[config.mk]
export PLATFORM = sky130hd
export DESIGN_NAME = adc_spi_sampler
export DESIGN_NICKNAME = d
export VERILOG_FILES = /design/src/rtl/adc_spi_sampler.sv
export SDC_FILE = /design/constraint.sdc
export NUM_CORES = 1
export LEC_CHECK = 0
export ABC_CLOCK_PERIOD_IN_PS = 1900
export CORE_MARGIN = 2
export CORE_UTILIZATION = 45
export DETAILED_ROUTE_END_ITERATION = 8
export PLACE_DENSITY_LB_ADDON = 0.2
export SETUP_SLACK_MARGIN = 0.3
export SLEW_MARGIN = 20
export SYNTH_ARGS = -nofsm -noshare
export SYNTH_HDL_FRONTEND = slang
export SYNTH_SLANG_ARGS = --single-unit
[constraint.sdc]
create_clock -name clk -period 1.9 [get_ports clk]
set_input_delay 0.285 -clock clk [delete_from_list [all_inputs] [get_ports clk]]
set_output_delay 0.285 -clock clk [all_outputs]
set_load 0.1 [all_outputs]
[src/rtl/adc_spi_sampler.sv]
// SPI master for an ADC128S022-style 8-channel 12-bit ADC. Converts the selected
// channel back-to-back while enabled and publishes each result with its channel tag.
module adc_spi_sampler #(
  parameter int unsigned CLK_DIV   = 25,
  parameter int unsigned OUT_WIDTH = 7
) (
  input  logic                 clk,
  input  logic                 reset,
  input  logic                 enable,
  input  logic [2:0]           channel,
  output logic [11:0]          sample,
  output logic [2:0]           sample_ch,
  output logic [OUT_WIDTH-1:0] duty,
  output logic                 valid,
  output logic                 busy,
  output logic                 ADC_CS_N,
  output logic                 ADC_SADDR,
  output logic                 ADC_SCLK,
  input  logic                 ADC_SDAT
);

  localparam logic [1:0] S_IDLE  = 2'd0;
  localparam logic [1:0] S_SETUP = 2'd1;
  localparam logic [1:0] S_SHIFT = 2'd2;
  localparam logic [1:0] S_HOLD  = 2'd3;

  localparam int unsigned    CW       = $clog2(CLK_DIV);
  localparam logic [CW-1:0]  DIV_LAST = CW'(CLK_DIV - 1);

  logic [1:0]           state_q, state_d;
  logic [CW-1:0]        div_q, div_d;
  logic                 half_q, half_d;
  logic [3:0]           bit_q, bit_d;
  logic [11:0]          shreg_q, shreg_d;
  logic [2:0]           ch_cur_q, ch_cur_d;
  logic [2:0]           ch_prev_q, ch_prev_d;
  logic                 first_q, first_d;
  logic                 cs_n_q, cs_n_d;
  logic                 sclk_q, sclk_d;
  logic                 saddr_q, saddr_d;
  logic                 busy_q, busy_d;
  logic                 valid_q, valid_d;
  logic [11:0]          sample_q, sample_d;
  logic [2:0]           sample_ch_q, sample_ch_d;
  logic [OUT_WIDTH-1:0] duty_q, duty_d;

  logic [15:0] ctrl_word;
  logic [3:0]  bit_next;
  logic        div_last;

  assign ctrl_word = {2'b00, ch_cur_q, 11'b0};
  assign bit_next  = bit_q + 4'd1;
  assign div_last  = (div_q == DIV_LAST);

  always_comb begin
    state_d     = state_q;
    div_d       = div_q;
    half_d      = half_q;
    bit_d       = bit_q;
    shreg_d     = shreg_q;
    ch_cur_d    = ch_cur_q;
    ch_prev_d   = ch_prev_q;
    first_d     = first_q;
    cs_n_d      = cs_n_q;
    sclk_d      = sclk_q;
    saddr_d     = saddr_q;
    busy_d      = busy_q;
    valid_d     = 1'b0;
    sample_d    = sample_q;
    sample_ch_d = sample_ch_q;
    duty_d      = duty_q;

    case (state_q)
      S_IDLE: begin
        if (enable) begin
          ch_cur_d = channel;
          state_d  = S_SETUP;
          cs_n_d   = 1'b0;
          busy_d   = 1'b1;
          div_d    = '0;
        end
      end
      S_SETUP: begin
        if (div_last) begin
          state_d = S_SHIFT;
          div_d   = '0;
          half_d  = 1'b0;
          bit_d   = '0;
          sclk_d  = 1'b0;
          saddr_d = ctrl_word[15];
        end else begin
          div_d = div_q + 1'b1;
        end
      end
      S_SHIFT: begin
        if (!div_last) begin
          div_d = div_q + 1'b1;
        end else begin
          div_d = '0;
          if (!half_q) begin
            half_d = 1'b1;
            sclk_d = 1'b1;
          end else begin
            // Only the trailing 12 of the 16 bits are kept; the leading 4 fall off the top.
            shreg_d = {shreg_q[10:0], ADC_SDAT};
            if (bit_q == 4'd15) begin
              state_d = S_HOLD;
              cs_n_d  = 1'b1;
              saddr_d = 1'b0;
            end else begin
              bit_d   = bit_next;
              half_d  = 1'b0;
              sclk_d  = 1'b0;
              saddr_d = ctrl_word[4'd15 - bit_next];
            end
          end
        end
      end
      default: begin // S_HOLD
        if (!div_last) begin
          div_d = div_q + 1'b1;
        end else begin
          div_d = '0;
          if (!first_q) begin
            sample_d    = shreg_q;
            sample_ch_d = ch_prev_q;
            duty_d      = shreg_q[11 -: OUT_WIDTH];
            valid_d     = 1'b1;
          end
          // The ADC answers one frame late, so the result belongs to the previous address.
          ch_prev_d = ch_cur_q;
          first_d   = 1'b0;
          if (enable) begin
            ch_cur_d = channel;
            state_d  = S_SETUP;
            cs_n_d   = 1'b0;
          end else begin
            state_d = S_IDLE;
            busy_d  = 1'b0;
            first_d = 1'b1;
          end
        end
      end
    endcase
  end

  always_ff @(posedge clk) begin
    if (reset) begin
      state_q     <= S_IDLE;
      div_q       <= '0;
      half_q      <= 1'b0;
      bit_q       <= '0;
      shreg_q     <= '0;
      ch_cur_q    <= '0;
      ch_prev_q   <= '0;
      first_q     <= 1'b1;
      cs_n_q      <= 1'b1;
      sclk_q      <= 1'b1;
      saddr_q     <= 1'b0;
      busy_q      <= 1'b0;
      valid_q     <= 1'b0;
      sample_q    <= '0;
      sample_ch_q <= '0;
      duty_q      <= '0;
    end else begin
      state_q     <= state_d;
      div_q       <= div_d;
      half_q      <= half_d;
      bit_q       <= bit_d;
      shreg_q     <= shreg_d;
      ch_cur_q    <= ch_cur_d;
      ch_prev_q   <= ch_prev_d;
      first_q     <= first_d;
      cs_n_q      <= cs_n_d;
      sclk_q      <= sclk_d;
      saddr_q     <= saddr_d;
      busy_q      <= busy_d;
      valid_q     <= valid_d;
      sample_q    <= sample_d;
      sample_ch_q <= sample_ch_d;
      duty_q      <= duty_d;
    end
  end

  assign sample    = sample_q;
  assign sample_ch = sample_ch_q;
  assign duty      = duty_q;
  assign valid     = valid_q;
  assign busy      = busy_q;
  assign ADC_CS_N  = cs_n_q;
  assign ADC_SCLK  = sclk_q;
  assign ADC_SADDR = saddr_q;

endmodule

* Word-level counts from Yosys, hierarchy flattened *
Cells that the tools add are included.

storage, ports and cells
  flip-flop bits (word level) = 58
  input bits = 7
  logic and storage cells = 100

cells by class
  add/sub/neg operators = 3
  order comparisons = 1
  eq/ne operators = 12
  muxes and demuxes = 46
  bitwise operators = 5
  reduce and logical (&&, ||, !) cells = 17

operators by type and width
  cell                                                        number
  two-way mux 1 bit                                           22
  two-way mux 4 bit                                           4
  two-way mux 5 bit                                           3
  two-way mux 2 bit                                           6
  inequality test 2 bit, second input constant                6
  AND reduction 4 bit                                         3
  AND reduction 5 bit                                         2
  AND reduction 3 bit                                         3
  one-hot mux 1 bit (2 select lines)                          4
  one-hot mux 4 bit (2 select lines)                          1
  two-way mux 3 bit                                           2
  one-hot mux 2 bit (3 select lines)                          1
  one-hot mux 3 bit (2 select lines)                          1
  AND reduction 6 bit                                         1
  adder 5 x 1 -> 5 bit, second input constant                 1
  equality test 5 bit, second input constant                  1
  less-than comparator 4 x 5 -> 1 bit, second input constant  1
  inverter 1 bit                                              5
  OR reduction 5 bit                                          1
  adder 4 x 1 -> 4 bit, second input constant                 1
  binary-select mux 1 bit (select 4 bit)                      1
  equality test 4 bit, second input constant                  1
  AND reduction 2 bit                                         2
  nonzero test 2 bit                                          2
  other kinds (9)                                             9

* Depth between registers and ports, before layout *
Gate-level depths: netlist (run 1).

  depth in word-level cells = 8
  mapped depth = 8
  gate-level depth less buffers = 6

* Least setup slack after synthesis (run 1) *
No wires, ideal clock.

  path type = register to output
  start point = reg sample_q[10], in the netlist sample[10]
  end point = out sample[10]
  arrival = 1.373 ns
  required time = 1.615 ns
  setup slack = 0.242 ns
  cell stages (with the launch flop) = 2
  buffers on the path = 1
  cells stage by stage = dfxtp_1 -> buf_4

RTL lines
  element                 RTL line  text
  from (decl)             43        logic [11:0] sample_q, sample_d;
  from (signal assigned)  179       sample_q <= sample_d;
  to (decl)               11        output logic [11:0] sample,

No word-level cell between the ends.

* Final worst setup path (run 1) *
  start point = reg div_q[0]
  end point = reg sample_q[8], in the netlist sample[8]

on the way
  longest elaborated chain between the ends = 2

ends and longest elaborated chain
  element                               RTL line  text
  from (decl)                           31        logic [CW-1:0] div_q, div_d;
  from (signal assigned)                167       div_q <= div_d;
  equality test 5 bit                   53        assign div_last = (div_q == DIV_LAST);
  AND reduction 3 bit (no source line)  n/a

No other way between the ends.
A chain may end at the register's enable or synchronous reset.

==> results.json, run 1 <==
{
  "setup_violations": 0,
  "fin_setup_tns_ns": 0,
  "core_um2": 5040,
  "die_area_um2": 5720,
  "ios": 34,
  "hp-class": "reg -> reg",
  "synth_area_um2": 2310,
  "final.setup.worst_slack_ns": 0.312,
  "drive_above_1_share_pct": 29.9,
  "wire_per_inst_um": 12.8,
  "ys_warn_count": 0,
  "hold_violations": 0,
  "syn_nets": 291,
  "ys.flop_type": "dfxtp_1",
  "grt_pass1_vias": 1645,
  "grt_max_degree": 46,
  "whs_ns": 0.458,
  "clk_pin_slew_worst_paths_ns": 0.10,
  "cts_tree": "yes",
  "crit_path_end_kind": "flip-flop",
  "crit_buf_inv": 3,
  "ys_seq_area_share_pct": 44.3,
  "criticalPathCategory": "reg -> reg",
  "dp_hpwl_mm": 3.28,
  "yosysUniqueCellTypes": 46,
  "clock_latency_ns": 0.30,
  "vias": 1939,
  "antenna_found_initial": 0,
  "n_fill_cell": 483,
  "track_usage_pct": 17.8,
  "worstPathRequired_ns": 2.13,
  "tightest_slew_ns": 0.338,
  "route.detailed.drc": 0,
  "place_congestion": 0.816,
  "numCtsBuffers": 5,
  "cap_viol_max_count": 0,
  "max_stage_delay_ns": 0.37,
  "grt-ovfl-total": 0,
  "startpoint_type": "flip-flop",
  "clock_sinks": 51,
  "htreeDepth": 2,
  "first_pass_iters": 4,
  "clock-root-buffer": "clkbuf_8",
  "multi_input_area_um2": 1240,
  "port_buffers": 33,
  "synth-edff-count": 0,
  "place_area_um2": 2630,
  "crit_family": "simple AND/OR/NAND/NOR gates",
  "synth_seq_cells": 51,
  "drv_slew": 0,
  "worstReg2RegStart": "div_q[0]$_SDFFE_PP0N_",
  "status": "finished, final reports clean",
  "fin_crit_sh_pct": 83.6,
  "diodes": 0,
  "drtIter0Drc": 105,
  "rsz0062_at_grt": "yes",
  "vias_per_cell": 5.09,
  "relSlewSlack_pct": 77.4,
  "total_power_uw": 2610,
  "ir_drop_mv": 0.536,
  "design_area_um2": 2890,
  "hp-start": "shreg_q[11]$_SDFFE_PP0P_",
  "crit_arrival_ns": 1.82,
  "path_cells": "inv_4 > ha_4 > nand4b_4 > buf_6 > nor3b_4 > buf_6 > nand2_4 > a21oi_2",
  "fmaxAchievable_mhz": 630,
  "start_util_pct": 45.8,
  "fin_skew_ns": 0.00925,
  "grt_pass1_wl_mm": 7.80,
  "wl_mm": 4.86,
  "place_ws_ns": 0.121,
  "cts_hold_buffers": 0,
  "syn-mean-instance-area_um2": 8.36,
  "crit_top_cell": "buf_6",
  "layout.nets": 325,
  "antenna_left": 0,
  "cp_max_fo": 8,
  "slowest_stage": "dfxtp_4",
  "die_w_um": 75.6,
  "p_leak_uw": 0.00111,
  "power_density_nw_per_um2": 902,
  "clockBufferDepth": 2,
  "seqCellArea_um2": 1040,
  "postSynthCellCount": 276,
  "period_needed_ns": 1.59,
  "synthArstFlopShare_pct": 0,
  "chipHeight_um": 75.6,
  "startpoint": "div_q[0]$_SDFFE_PP0N_",
  "rows": 26,
  "area_growth_pct": 25.4
}
synthesized netlist by cell type (3+ instances only):
cell type  instances  area, um2
a21oi_1           37        185
buf_2              8       40.0
buf_4              8       60.1
clkbuf_1           6       22.5
dfxtp_1           51       1020
ha_1               8        100
inv_1              6       22.5
mux2i_1            3       30.0
nand2_1           69        259
nand2b_1           3       18.8
nand3_1            9       45.0
nor2_1            14       52.6
nor2b_1            3       18.8
nor3b_1            3       22.5
o21ai_0            8       40.0
or3_1              4       25.0
tightest hold or removal path, stage by stage (launching register included):
cell and delay (ns):
dfxtp_1 0.33, nand2_1 0.05, a21oi_1 0.05
repair_timing:
item | in CTS | in global routing
setup buffers | 3 | 2
pin swaps | 3 | 5
endpoints found under the setup margin | 42 | 31
resized for setup | 15 | 25
gates cloned | 1 | 0
hold endpoints to repair | 0 | 0
flip-flops by register name, indices dropped and copies added (netlist names):
signal / count
half_q: 1
ch_prev_q: 3
sample: 12
busy: 1
div_q: 5
sample_ch: 3
state_q: 2
valid: 1
ADC_CS_N: 1
shreg_q: 12
first_q: 1
ch_cur_q: 3
bit_q: 4
ADC_SCLK: 1
ADC_SADDR: 1
power by group:
group | total, uW | switching (uW) | internal, uW
Combinational | 737 | 443 | 294
Clock | 659 | 387 | 272
Sequential | 1210 | 72.9 | 1140
Total | 2610 | 903 | 1710
metrics by stage:
step,cells,utilization [%]
global route,381,57.4
detailed placement,367,52.2
CTS,379,55.7
global placement,367,52.2
finish,381,57.4
floorplan,276,-
layout make-up:
type / count / area share (%)
Timing Repair Buffer: 49 / 14.1
Sequential cell: 51 / 36.0
Multi-Input combinational cell: 197 / 42.8
Tap cell: 70 / 3.03
Inverter: 6 / 0.865
Clock inverter: 3 / 0.908
Clock buffer: 5 / 2.38
layer usage:
layer	GRT usage (%)	wire length, um	vias up
met4	4.09	30	0
li1	-	-	1002
met1	26.9	2520	910
met5	0	0	-
met2	26.0	2180	25
met3	3.70	134	2
cell usage in the layout (no fill, tap or decap), types with 4 or more instances in the layout:
cell type        count
o21ai_0              6
buf_4               39
nor2_1              13
clkbuf_8             5
nand2_1             65
dfxtp_1             37
a21oi_1             34
dfxtp_2             13
ha_1                 4
clkdlybuf4s50_1      6
or3_1                4
inv_1                4
nand3_1              9
final timing paths:
check	end	slack, ns	cells after the start
max	sample[8]$_SDFFE_PP0P_	0.31	8
max reg2reg	sample[8]$_SDFFE_PP0P_	0.31	8
min reg2reg	sample[11]$_SDFFE_PP0P_	0.46	2
min	sample[11]$_SDFFE_PP0P_	0.46	2
kinds of logic (layout without fill, tap and decap cells):
family                     Yosys count  after routing  share of synthesized area, %
buffers and inverters               28             63                          6.29
adders and majority gates            8              8                          4.34
xor gates and xnor gates             2              2                         0.759
and+or+nand+nor                    122            122                          27.0
muxes                                3              3                          1.30
DFF                                 51             51                          44.3
AOI/OAI and AO/OA                   62             62                          16.1
No activity file was read; power rests on OpenSTA's default activity.
==> run 2, diff against run 1 <==
--- a/config.mk
+++ b/config.mk
@@ -5,7 +5,7 @@
 export SDC_FILE = /design/constraint.sdc
 export NUM_CORES = 1
 export LEC_CHECK = 0
-export ABC_CLOCK_PERIOD_IN_PS = 1900
+export ABC_CLOCK_PERIOD_IN_PS = 1300
 export CORE_MARGIN = 2
 export CORE_UTILIZATION = 45
 export DETAILED_ROUTE_END_ITERATION = 8
==> constraint.sdc (replaced) <==
create_clock -name clk -period 1.3 [get_ports clk]
set_input_delay 0.195 -clock clk [delete_from_list [all_inputs] [get_ports clk]]
set_output_delay 0.195 -clock clk [all_outputs]
set_load 0.1 [all_outputs]
==> run 2 against run 1 <==
The run now ends with negative setup slack left. Worst hold slack improved by 0.0082 ns. Maximum frequency up 2.6%. Core utilization grew 19 points. Setup slack worse by 0.56 ns. Non-clock buffer count is 35 higher. Largest power group unchanged.
==> results.json, run 2 (synthesis results as in run 1) <==
{
  "status": "finished with violations",
  "failed_checks": "negative setup slack",
  "tightest_slew_ns": 0.311,
  "setup_violations": 50,
  "cap_viol_max_count": 0,
  "rows": 26,
  "startpoint": "div_q[1]$_SDFFE_PP0N_",
  "criticalPathCategory": "reg -> reg",
  "clockBufferDepth": 2,
  "ios": 34,
  "numCtsBuffers": 5,
  "rrSetupSlack_ns": -0.25,
  "final.setup.worst_slack_ns": -0.248,
  "die_area_um2": 5720,
  "drive_above_1_share_pct": 52.4,
  "fin_skew_ns": 0.0102,
  "antenna_found_initial": 0,
  "vias_per_cell": 5.09,
  "worst_r2r_path_depth": 6,
  "finish.utilization_pct": 76.1,
  "crit_buf_inv": 1,
  "clock_latency_ns": 0.31,
  "grt-ovfl-total": 0,
  "startpoint_type": "flip-flop",
  "grt_pass1_wl_mm": 9.52,
  "htreeDepth": 2,
  "place_area_um2": 3310,
  "wl_mm": 5.91,
  "track_usage_pct": 21.8,
  "place_congestion": 0.840,
  "vias": 2124,
  "cp.depth": 6,
  "crit_family": "simple AND/OR/NAND/NOR gates",
  "worstReg2RegStart": "div_q[1]$_SDFFE_PP0N_",
  "n_fill_cell": 307,
  "cp_max_fo": 5,
  "die_w_um": 75.6,
  "chipHeight_um": 75.6,
  "max_stage_delay_ns": 0.50,
  "cts_tree": "yes",
  "start_util_pct": 45.8,
  "crit_end": "ADC_CS_N$_SDFFE_PP1P_",
  "crit_path_end_kind": "flip-flop",
  "wire_per_inst_um": 14.2,
  "clock-root-buffer": "clkbuf_8",
  "rsz0062_at_grt": "yes",
  "slowest_stage": "or4b_1",
  "antenna_left": 0,
  "p_leak_uw": 0.00145,
  "first_pass_iters": 5,
  "core_um2": 5040,
  "diodes": 0,
  "path_cells": "inv_2 > ha_4 > nand4b_4 > or4b_1 > o211ai_1 > o311ai_1",
  "clock_sinks": 51,
  "design_area_um2": 3840,
  "r2r_end": "ADC_CS_N$_SDFFE_PP1P_",
  "period_needed_ns": 1.55,
  "drtIter0Drc": 118,
  "ir_drop_mv": 1.10,
  "cts_hold_buffers": 0,
  "hold_violations": 0,
  "layout_common_cells": "nand2_1, buf_4, buf_12",
  "relSlewSlack_pct": 79.3,
  "final_common_cell": "nand2_1",
  "dp_hpwl_mm": 3.78,
  "crit_arrival_ns": 1.73,
  "port_buffers": 33,
  "power_density_nw_per_um2": 1150,
  "area_growth_pct": 66.3,
  "fmaxAchievable_mhz": 646,
  "drv_slew": 0,
  "clk_pin_slew_worst_paths_ns": 0.10,
  "hp-class": "reg -> reg",
  "grt_pass1_vias": 2036,
  "layout.nets": 361,
  "grt_max_degree": 22,
  "fin_crit_sh_pct": 119,
  "route.detailed.drc": 0,
  "worstPathRequired_ns": 1.48
}
-- run 2: changes by cell type in the layout (fill, tap and decap cells not counted), moves of 4 or more --
cell / before / now
dfxtp_1: 37 / 25
buf_12: 1 / 30
a21oi_1: 34 / 20
dfxtp_2: 13 / 18
nand2_2: 3 / 17
buf_6: 3 / 7
dfxtp_4: 1 / 8
a21oi_2: 3 / 16
nand2_1: 65 / 50
-- run 2: through the flow --
step	cells	hold slack (ns)	setup slack, ns	power, uW	setup TNS, ns
4_1_cts	414	0.458	-0.256	4340	-9.20
5_1_grt	417	0.475	-0.327	4620	-13.01
3_5_place_dp	395	0.442	-0.280	3070	-8.67
2_1_floorplan	276	0.335	-0.158	2650	-3.34
3_3_place_gp	395	0.440	-0.236	3040	-6.90
6_report	417	0.466	-0.248	4410	-9.46
-- run 2: area by class of cell --
cell class,count,area [um2],share of cell area (%)
Multi-Input combinational cell,198,1470,38.3
Sequential cell,51,1070,28.0
Timing Repair Buffer,84,1070,27.9
Clock buffer,6,93.8,2.45
Tap cell,70,87.6,2.28
Inverter,6,27.5,0.717
Clock inverter,2,16.3,0.424
-- run 2: layer usage --
metal  track usage [%]  share of wire (%)  up-vias
met5                 0                  0        -
li1                  -                  -     1083
met4              6.63                1.3        0
met3              4.37                3.4        6
met1              29.8                 46      999
met2              34.9                 49       36
-- run 2: how the worst min path moves through the flow --
stage / start / to / slack, ns / cells after the start
global route: shreg_q[11]$_SDFFE_PP0P_ / sample[11]$_SDFFE_PP0P_ / 0.48 / 2
floorplan: ADC_SDAT / shreg_q[0]$_SDFFE_PP0P_ / 0.34 / 2
global placement: ch_prev_q[2]$_SDFFE_PP0P_ / sample_ch[2]$_SDFFE_PP0P_ / 0.44 / 2
CTS: ch_prev_q[2]$_SDFFE_PP0P_ / sample_ch[2]$_SDFFE_PP0P_ / 0.46 / 2
finish: shreg_q[11]$_SDFFE_PP0P_ / sample[11]$_SDFFE_PP0P_ / 0.47 / 2
detailed placement: ch_prev_q[2]$_SDFFE_PP0P_ / sample_ch[2]$_SDFFE_PP0P_ / 0.44 / 2
-- run 2: power breakdown --
group	switching [uW]	leakage [uW]	internal, uW
Sequential	123	0.000426	1660
Clock	562	0.0000530	503
Combinational	808	0.000973	754
-- run 2: repair_timing --
item                                    4_1_cts  5_1_grt
setup buffers                                10        2
cloned                                        1        1
resized for setup                            56       21
endpoints found under the setup margin       78       78
pin swaps                                    40       12
-- run 2: tightest hold or removal path, cell delays in order, from the launching register on --
cell	delay, ns
dfxtp_1	0.33
nand2_1	0.06
a21oi_1	0.05
